==> src/rtl/sprite_addr_gen.sv <==
// Sprite ROM address generator and 2-stage pixel pipeline for a VGA overlay.
// Optional macro SPRITE_TRANSPARENCY_EN: rom_data==3'b000 shows the background.
module sprite_addr_gen #(
    parameter int SPR_W  = 82,
    parameter int SPR_H  = 123,
    parameter int ADDR_W = 14,
    parameter int H_ACT  = 640,
    parameter int V_ACT  = 480
) (
    input  logic              vga_clk,
    input  logic              reset,
    input  logic [9:0]        hcount,
    input  logic [9:0]        vcount,
    input  logic [9:0]        pos_x,
    input  logic [9:0]        pos_y,
    input  logic [2:0]        rom_data,
    input  logic [2:0]        bg_rgb,
    output logic [ADDR_W-1:0] rom_addr,
    output logic [2:0]        rgb_out,
    output logic              sprite_hit,
    output logic              frame_start,
    output logic [1:0]        fsm_state
);

    typedef enum logic [1:0] {S_IDLE, S_ABOVE, S_ROWS, S_BELOW} state_t;

    localparam logic [10:0]       H_L    = 11'(H_ACT);
    localparam logic [10:0]       V_L    = 11'(V_ACT);
    localparam logic [10:0]       W_L    = 11'(SPR_W);
    localparam logic [10:0]       H_L2   = 11'(SPR_H);
    localparam logic [ADDR_W-1:0] STEP   = ADDR_W'(SPR_W);

    state_t              state;
    logic [9:0]          pos_x_q;
    logic [9:0]          pos_y_q;
    logic [ADDR_W-1:0]   row_base;
    logic                hit_d1;
    logic [2:0]          bg_rgb_d1;

    // In the frame_start cycle the incoming position is already in effect,
    // so pixel (0,0) of a sprite at the origin is drawn.
    logic                fs;
    logic [9:0]          x_eff;
    logic [9:0]          y_eff;
    logic [10:0]         x_end;
    logic [10:0]         y_end;
    logic                pos_ok;
    logic                in_rect;
    logic                rows_now;
    logic                draw;
    logic                row_end;
    logic                last_row;
    logic [ADDR_W-1:0]   base_eff;
    logic [9:0]          col_off;

    assign fs          = (hcount == 10'd0) && (vcount == 10'd0);
    assign frame_start = fs & ~reset;
    assign x_eff       = fs ? pos_x : pos_x_q;
    assign y_eff       = fs ? pos_y : pos_y_q;
    assign x_end       = {1'b0, x_eff} + W_L;
    assign y_end       = {1'b0, y_eff} + H_L2;
    assign pos_ok      = ({1'b0, x_eff} < H_L) && ({1'b0, y_eff} < V_L);

    assign in_rect = (hcount >= x_eff) && ({1'b0, hcount} < x_end) &&
                     (vcount >= y_eff) && ({1'b0, vcount} < y_end) &&
                     ({1'b0, hcount} < H_L) && ({1'b0, vcount} < V_L);

    assign rows_now = fs ? (y_eff == 10'd0)
                         : ((state == S_ROWS) ||
                            ((state == S_ABOVE) && (hcount == 10'd0) && (vcount == pos_y_q)));

    assign draw     = in_rect && rows_now && pos_ok;
    assign row_end  = ({1'b0, hcount} == (H_L - 11'd1));
    assign last_row = ({1'b0, vcount} == (y_end - 11'd1)) || ({1'b0, vcount} >= (V_L - 11'd1));
    assign base_eff = fs ? '0 : row_base;
    assign col_off  = hcount - x_eff;
    assign fsm_state = state;

    always_ff @(posedge vga_clk) begin
        if (reset) begin
            state      <= S_IDLE;
            rom_addr   <= '0;
            row_base   <= '0;
            pos_x_q    <= '0;
            pos_y_q    <= '0;
            hit_d1     <= 1'b0;
            bg_rgb_d1  <= 3'b000;
            rgb_out    <= 3'b000;
            sprite_hit <= 1'b0;
        end else begin
            bg_rgb_d1 <= bg_rgb;
            hit_d1    <= draw;
            if (draw)
                rom_addr <= base_eff + ADDR_W'(col_off);

`ifdef SPRITE_TRANSPARENCY_EN
            if (hit_d1 && (rom_data != 3'b000)) begin
                rgb_out    <= rom_data;
                sprite_hit <= 1'b1;
            end else begin
                rgb_out    <= bg_rgb_d1;
                sprite_hit <= 1'b0;
            end
`else
            rgb_out    <= hit_d1 ? rom_data : bg_rgb_d1;
            sprite_hit <= hit_d1;
`endif

            if (fs) begin
                pos_x_q  <= pos_x;
                pos_y_q  <= pos_y;
                row_base <= '0;
                if (!pos_ok)
                    state <= S_BELOW;
                else if (pos_y == 10'd0)
                    state <= S_ROWS;
                else
                    state <= S_ABOVE;
            end else begin
                case (state)
                    S_ABOVE: begin
                        if ((hcount == 10'd0) && (vcount == pos_y_q))
                            state <= S_ROWS;
                    end
                    S_ROWS: begin
                        // Row base advances once per line, so clipped columns never shift it.
                        if ({1'b0, vcount} >= V_L) begin
                            state <= S_BELOW;
                        end else if (row_end) begin
                            row_base <= row_base + STEP;
                            if (last_row)
                                state <= S_BELOW;
                        end
                    end
                    default: ;
                endcase
            end
        end
    end

endmodule

==> config.mk <==
export PLATFORM = sky130hd
export DESIGN_NAME = sprite_addr_gen
export DESIGN_NICKNAME = d
export VERILOG_FILES = /design/src/rtl/sprite_addr_gen.sv
export SDC_FILE = /design/constraint.sdc
export NUM_CORES = 1
export LEC_CHECK = 0
export CORE_UTILIZATION = 50
export CTS_BUF_LIST = sky130_fd_sc_hd__clkbuf_8
export CTS_CLUSTER_SIZE = 10
export DETAILED_ROUTE_END_ITERATION = 10
export HOLD_SLACK_MARGIN = 0.03
export MAX_ROUTING_LAYER = met4
export PLACE_DENSITY_LB_ADDON = 0.1
export REMOVE_ABC_BUFFERS = 1
export SLEW_MARGIN = 20
export SYNTH_ARGS = -nofsm -noshare
export SYNTH_HDL_FRONTEND = slang
export SYNTH_SLANG_ARGS = --single-unit
==> constraint.sdc <==
create_clock -name vga_clk -period 6.9 [get_ports vga_clk]
set_clock_uncertainty 0.05 [all_clocks]
set_input_delay 1.035 -clock vga_clk [delete_from_list [all_inputs] [get_ports vga_clk]]
set_output_delay 1.035 -clock vga_clk [all_outputs]
set_load 0.005 [all_outputs]
==> impl_results.md, run 1 <==
* Largest net degree at the start of global routing at 31
* Setup crit end kind: flip-flop
* Share of power burned in the clock network at a little under half
* Num ports at 69
* Peak clock frequency supported by timing at about 160 MHz
* Number of vias in the routed layout at about 5k
* Wire length of the first global-routing pass at 25000 um
* Leakage power of the design at approximately 2.5 nW
* Top post-synthesis cells by count: sky130_fd_sc_hd__nor2_1 (64), sky130_fd_sc_hd__dfxtp_1 (57), sky130_fd_sc_hd__ha_1 (47), sky130_fd_sc_hd__nand2_1 (39)
* Height of the die at around 100 um
* Number of buffers created by CTS at 9
* Worst endpoint required time at slightly above 7000 ps
* TNS Setup at 0 ps
* Transition at the pin with the smallest max-transition slack at around 690 ps
* Area occupied by multi-input gates at 3680 um2
* Design internal power at roughly 0.00063 W
* Count of TritonRoute iterations in the first routing pass at 5
* Detail Route Antenna Nets at 0
* Synthesized area at just over 5000 um2
* Final core utilization at roughly 63%
* Post-synthesis average cell area at 8.00 um2
* Result of the run: finished, final reports clean
* Cell taking the most area after synthesis: sky130_fd_sc_hd__dfxtp_1
* Area added between synthesis and finish at 21.8%
* Final count of negative-setup-slack endpoints at 0
* Vias in the first global route at 4909
* Die Outline Area at 10600 um2
* Number of warnings printed during yosys synthesis at 0
* Post-CTS setup-driven buffer insertion count at 0
* Total count of max-transition violations in the final report at 0
* Total number of H-tree levels at 3
* Post-DR wirelength/cell at between 15 and 20 um
* Switch share at between 20 and 30%
* Remaining max-slew budget at the tightest pin at 53.6%
* Hold buffer count at cts at 0
* Final estimated routing congestion in global placement at 1.01
* Die outline width at between 100 and 150 um
* Sequential cell area at between 1000 and 1500 um2
* Sinks on the clock net at between 50 and 60
* Congestion Overflow GR at 0
* Total GRT Usage at between 30% and 40%
* Starting DRC count in detailed routing at about 320
* Floorplan row count at 36
* MaxCap Viol Count at 0
* Clock-pin slew reported for the worst setup and hold paths after clock tree synthesis at 70 ps
* Depth of the worst register-to-register path at 16
* Top area cells in the synthesized netlist: sky130_fd_sc_hd__dfxtp_1 (22%), sky130_fd_sc_hd__ha_1 (12%), sky130_fd_sc_hd__xnor2_1 (6.2%)
* Power share of the sequential group at approximately 38%
* Power per Cell Area at ~140 nW/um2
* Crit path max fanout at 30
* Cell depth of the worst min-delay path at 2
* Delay of the slowest critical-path stage at about 580 ps
* Cell count after synthesis at 637
* Endpoints failing hold at 0
* Final clock period utilization by the worst path at between 80% and 90%
* Ratio of cells with drive above 1 in the final layout at 6.46%
* Register area share after synthesis at between 20 and 25%
* Core outline area at approximately 10000 um2
* Resized cells post-CTS at 0
* Number of storage elements in the synthesis netlist at 57
* IR Drop Worst-Case VDD at 0.0901 mV
* Worst EP arrival at 6340 ps
* Post-synth top area share at roughly 22%
* Detailed-route wire length at 16000 um
* Antenna Diode Count at 0
* TritonCTS clock tree: done
* RSZ-0062 raised after global routing: no
* Launching element type of the critical path: primary input
* Worst Hold Class: reg -> reg
* Residual DRC count at 0
* Final Net Count at approximately 800
* Post-synth EDFFs at 0
* Portion of total power attributed to combinational logic at around 15%
* Tmin final at between 6000 and 7000 ps
* Via-to-Cell Ratio at approximately 6.1
* Net switching power at about 0.00023 W
* Distinct cells, synth at 76
* HPWL after detailed placement at about 12000 um
* Clock latency at the later pin of the worst-skew pair at 370 ps
* Max Buffers Root-to-Sink at 2
* Number of antenna violations at the first check in global routing at 0
* Root cell of the clock tree: sky130_fd_sc_hd__clkbuf_8
* Fill cells at slightly above 900
* Post-synth ARST share at 0%
* Dominant register cell in the synthesized netlist: sky130_fd_sc_hd__dfxtp_1
* Initial core utilization at between 50% and 60%
* Top-count cell post-synth: sky130_fd_sc_hd__nor2_1
* # port buffers at between 60 and 70
* Cells traversed along the worst timing path: clkdlybuf4s50_1 > nor4_2 > and4_1 > nand2_1 > buf_4 > mux2i_1 > o21ai_0 > xor2_1 > ha_1 > o211ai_1 > a21oi_1 > o211ai_1 > a32o_1 > o2111ai_1 > a211o_4 > or3_1 > buf_4 > a31o_1
* Slowest stage cell, crit path: sky130_fd_sc_hd__or3_1
* Critical setup path kind: in -> reg
logic make-up after synthesis:
kind of cell               after synthesis  synth area share (%)
DFF                                     57                  22.4
xor gates and xnor gates                61                  11.0
buffers and inverters                   64                  5.31
adders and majority gates               50                  12.5
muxes                                   22                  4.52
AOI/OAI and AO/OA                      148                  20.5
and+or+nand+nor                        235                  23.8
flip-flops by register name (all words and copies together), names as in the netlist:
signal      count
fsm_state       2
pos_y_q        10
rgb_out         3
row_base       13
pos_x_q        10
bg_rgb_d1       3
rom_addr       14
hit_d1          1
sprite_hit      1
cell usage in the layout, fill, tap and decap left out, types with 3 or more instances in the layout:
cell type	Yosys	routed
sky130_fd_sc_hd__clkbuf_8	0	9
sky130_fd_sc_hd__or3_1	5	5
sky130_fd_sc_hd__o21bai_1	5	5
sky130_fd_sc_hd__mux2_1	4	4
sky130_fd_sc_hd__and2_1	18	18
sky130_fd_sc_hd__mux2i_1	16	16
sky130_fd_sc_hd__inv_1	34	34
sky130_fd_sc_hd__clkinv_4	0	3
sky130_fd_sc_hd__o2111ai_1	3	3
sky130_fd_sc_hd__xnor2_1	36	36
sky130_fd_sc_hd__a31o_1	7	7
sky130_fd_sc_hd__nor4b_1	6	6
sky130_fd_sc_hd__o21a_1	6	6
sky130_fd_sc_hd__nand3_1	25	25
sky130_fd_sc_hd__a22o_1	4	4
sky130_fd_sc_hd__and3_1	5	5
sky130_fd_sc_hd__ha_1	47	47
sky130_fd_sc_hd__dfxtp_1	57	57
sky130_fd_sc_hd__a21oi_1	36	36
sky130_fd_sc_hd__a31oi_1	3	3
sky130_fd_sc_hd__nor3b_1	3	3
sky130_fd_sc_hd__nor3_1	11	11
sky130_fd_sc_hd__xor2_1	23	23
sky130_fd_sc_hd__buf_4	1	20
sky130_fd_sc_hd__nand2_1	39	39
sky130_fd_sc_hd__nor2b_1	17	17
sky130_fd_sc_hd__bufinv_16	0	3
sky130_fd_sc_hd__a21o_1	9	9
sky130_fd_sc_hd__o211ai_1	8	8
sky130_fd_sc_hd__o21ai_1	8	8
sky130_fd_sc_hd__nor2_1	64	64
sky130_fd_sc_hd__nand2b_1	8	8
sky130_fd_sc_hd__nand4_1	10	10
sky130_fd_sc_hd__o21ai_0	18	18
sky130_fd_sc_hd__a22oi_1	3	3
sky130_fd_sc_hd__clkdlybuf4s50_1	0	68
sky130_fd_sc_hd__nor4_1	16	16
sky130_fd_sc_hd__a41oi_1	4	4
routing by layer:
| layer | up-vias | wire, um | track usage (%) |
|---|---|---|---|
| li1 | 2448 | - | - |
| met1 | 2423 | 6750 | 39.1 |
| met2 | 210 | 7520 | 52.9 |
| met3 | 48 | 1100 | 6.03 |
| met4 | 0 | 602 | 14.6 |
| met5 | - | 0 | - |
area by class of cell:
class                           instances  area share [%]
Timing Repair Buffer                   88            13.4
Clock buffer                            9            2.00
Tap cell                              133            2.68
Sequential cell                        57            18.4
Multi-Input combinational cell        516            59.4
Inverter                               35            2.12
Clock inverter                          7            2.06
power groups by stage:
| stage | logic [W] | registers (W) | clock network, W |
|---|---|---|---|
| 6_report | 0.000128 | 0.000331 | 0.000410 |
| 5_1_grt | 0.000140 | 0.000331 | 0.000426 |
| 4_1_cts | 0.000127 | 0.000331 | 0.000412 |
| 3_5_place_dp | 0.000126 | 0.000338 | 0 |
| 3_3_place_gp | 0.000125 | 0.000338 | 0 |
| 2_1_floorplan | 0.0000604 | 0.000338 | 0 |
worst max-delay path, delay by kind of cell:
kind	cells	cell delay, ps
compound gates	8	1550
xor+xnor	1	210
fa+ha+maj	1	320
buf+inv	3	1080
mux	1	530
simple gates	4	1610
final timing paths:
path	start	end	slack, ps
setup reg to reg	pos_y_q[0]$_SDFF_PP0_	rom_addr[5]$_SDFFE_PP0P_	2720
hold / removal	rom_addr[9]$_SDFFE_PP0P_	rom_addr[9]$_SDFFE_PP0P_	410
hold reg to reg	rom_addr[9]$_SDFFE_PP0P_	rom_addr[9]$_SDFFE_PP0P_	410
setup / recovery	hcount[9]	rom_addr[5]$_SDFFE_PP0P_	770
through the flow:
step | instances | worst slack [ps] | hold slack [ps] | power [W] | instance area, um2
6_report | 845 | 769 | 413 | 0.000869 | 6200
5_1_grt | 845 | 418 | 434 | 0.000897 | 6200
4_1_cts | 845 | 812 | 412 | 0.000870 | 6200
3_5_place_dp | 829 | 484 | 401 | 0.000464 | 5950
3_3_place_gp | 829 | 575 | 392 | 0.000463 | 5950
2_1_floorplan | 608 | 663 | 387 | 0.000399 | 4950
(Power assumes the default switching activity.)
==> run 2, diff against run 1 <==
- CORE_UTILIZATION: 50 -> 40
- SLEW_MARGIN: 20 -> 30
==> run 2 against run 1 <==
  * Setup slack got worse by 99 ps
  * Final cell count rose by 3.6%
  * Die area rose by 24%
  * Clock power fell by 11%
  * Critical path type unchanged
  * Largest cell class unchanged
==> impl_results.md, run 2 (same netlist as run 1, synthesis figures left out) <==
* Clock-pin slew reported for the worst setup and hold paths after clock tree synthesis at 70 ps
* TNS Setup at 0 ps
* Crit path max fanout at 15
* Area added between synthesis and finish at 21.3%
* Sinks on the clock net at 57
* Design internal power at 0.000602 W
* Total count of max-transition violations in the final report at 0
* # port buffers at a little under 70
* Launching element type of the critical path: primary input
* Top reg by flops: rom_addr
* Switch share at approximately 27%
* Tmin final at around 6200 ps
* Net switching power at 0.000220 W
* Largest register FFs at 14
* Die outline width at about 110 um
* Critical setup path kind: in -> reg
* Post-DR wirelength/cell at around 19 um
* Starting DRC count in detailed routing at 274
* End point of the critical path: rom_addr[10]$_SDFFE_PP0P_
* Detailed-route wire length at around 16000 um
* Total number of H-tree levels at 3
* Num ports at between 60 and 70
* Count of TritonRoute iterations in the first routing pass at 5
* Transition at the pin with the smallest max-transition slack at about 800 ps
* HPWL after detailed placement at 12800 um
* Vias in the first global route at 4974
* Depth of the worst register-to-register path at 16
* Most frequent cells in the layout: sky130_fd_sc_hd__clkdlybuf4s50_1 (68), sky130_fd_sc_hd__nor2_1 (64), sky130_fd_sc_hd__dfxtp_1 (57)
* Biggest regs: rom_addr x14, row_base x13
* Worst endpoint required time at 7090 ps
* Worst EP arrival at 6420 ps
* Die Outline Area at between 10000 and 15000 um2
* Post-CTS setup-driven buffer insertion count at 0
* Ratio of cells with drive above 1 in the final layout at under 10%
* Total GRT Usage at between 20 and 30%
* Resized cells post-CTS at 0
* TritonCTS clock tree: done
* Portion of total power attributed to combinational logic at 15.5%
* Leakage power of the design at between 2 and 2.5 nW
* Number of antenna violations at the first check in global routing at 0
* Final clock period utilization by the worst path at around 90%
* Residual DRC count at 0
* IR Drop Worst-Case VDD at between 0.07 and 0.08 mV
* Hold buffer count at cts at 0
* Max Buffers Root-to-Sink at 2
* Number of vias in the routed layout at approximately 5k
* Floorplan row count at 40
* Height of the die at approximately 110 um
* Share of power burned in the clock network at between 40% and 50%
* Fill cells at approximately 1.3k
* Worst Hold Class: reg -> reg
* Delay of the slowest critical-path stage at ~570 ps
* Number of buffers created by CTS at 9
* Wire length of the first global-routing pass at approximately 26000 um
* Remaining max-slew budget at the tightest pin at between 40% and 50%
* RSZ-0062 raised after global routing: no
* Antenna Diode Count at 0
* Final core utilization at 50.6%
* Endpoints failing hold at 0
* Cells traversed along the worst timing path: clkdlybuf4s50_1 > nor4_2 > and4_1 > nand3_1 > nand2_1 > inv_1 > ha_1 > nand2b_1 > nor3_1 > a211oi_1 > xnor2_1 > inv_1 > ha_1 > nand2_1 > a21oi_1 > o221ai_1 > a41oi_1 > or3_1 > mux2_1
* Largest net degree at the start of global routing at 43
* Most common library cell in the layout ignoring fill and taps: sky130_fd_sc_hd__clkdlybuf4s50_1
* Via-to-Cell Ratio at 5.71
* Power per Cell Area at between 100 and 150 nW/um2
* MaxCap Viol Count at 0
* Setup crit end kind: flip-flop
* Power share of the sequential group at about 40%
* Worst setup path startpoint: vcount[2]
* Root cell of the clock tree: sky130_fd_sc_hd__clkbuf_8
* Peak clock frequency supported by timing at ~160 MHz
* Setup slack, reg-to-reg at about 2400 ps
* Final estimated routing congestion in global placement at 0.947
* Slowest stage cell, crit path: sky130_fd_sc_hd__clkdlybuf4s50_1
* Congestion Overflow GR at 0
* Clock latency at the later pin of the worst-skew pair at 370 ps
* Detail Route Antenna Nets at 0
* Final Net Count at ~800
* Final count of negative-setup-slack endpoints at 0
* Initial core utilization at between 40% and 50%
* Critical R2R Capture: rom_addr[10]$_SDFFE_PP0P_
* Core outline area at roughly 12000 um2
* Reg-to-reg critical path startpoint: pos_y_q[1]$_SDFF_PP0_
* Result of the run: finished, final reports clean
## run 2: layout make-up
type                            count  area (um2)  share of cell area, %
Tap cell                          168         210                   3.40
Clock buffer                       10         138                   2.23
Multi-Input combinational cell    516        3680                   59.6
Sequential cell                    57        1140                   18.5
Inverter                           35         131                   2.13
Timing Repair Buffer               83         793                   12.8
Clock inverter                      6        82.6                   1.34
## run 2: per-layer routing
layer  routed length, um  part of all wire [%]  track usage [%]  vias up
met5                   0                     0                -        -
met1                7470                    46             33.9     2392
met4                 347                   2.1             8.92        0
met2                7760                    47             44.3      145
li1                    -                     -                -     2430
met3                 823                   5.0             4.69       30
## run 2: power groups by stage
stage / Combinational [W] / Sequential (W) / Clock, W
finish: 0.000128 / 0.000331 / 0.000364
floorplan: 0.0000604 / 0.000338 / 0
CTS: 0.000127 / 0.000331 / 0.000370
detailed placement: 0.000126 / 0.000338 / 0
global route: 0.000140 / 0.000331 / 0.000383
global placement: 0.000126 / 0.000338 / 0
## run 2: worst min-delay path by stage
stage,startpoint,end,slack (ps),depth (start not counted)
floorplan,bg_rgb_d1[0]$_SDFF_PP0_,rgb_out[0]$_SDFF_PP0_,390,2
global placement,bg_rgb_d1[0]$_SDFF_PP0_,rgb_out[0]$_SDFF_PP0_,400,2
detailed placement,bg_rgb_d1[1]$_SDFF_PP0_,rgb_out[1]$_SDFF_PP0_,410,2
CTS,rom_addr[13]$_SDFFE_PP0P_,rom_addr[13]$_SDFFE_PP0P_,420,2
global route,rom_addr[13]$_SDFFE_PP0P_,rom_addr[13]$_SDFFE_PP0P_,440,2
finish,rom_addr[13]$_SDFFE_PP0P_,rom_addr[13]$_SDFFE_PP0P_,420,2
## run 2: per-stage QoR
| stage | cells | power, W | worst slack [ps] | cell area [um2] | hold slack [ps] |
|---|---|---|---|---|---|
| global route | 875 | 0.000854 | 376 | 6180 | 444 |
| global placement | 859 | 0.000464 | 456 | 5960 | 395 |
| CTS | 875 | 0.000828 | 800 | 6180 | 422 |
| finish | 875 | 0.000823 | 670 | 6180 | 416 |
| detailed placement | 859 | 0.000465 | 438 | 5960 | 412 |
| floorplan | 608 | 0.000399 | 663 | 4950 | 387 |
## run 2: critical path, delay by kind of cell
kind / cells / cell delay, ps
multiplexers: 1 / 390
XOR/XNOR: 1 / 510
AND/OR/NAND/NOR: 8 / 2440
AO/OA/AOI/OAI: 4 / 720
adder cells (fa/ha/maj): 2 / 530
buffers and inverters: 3 / 770
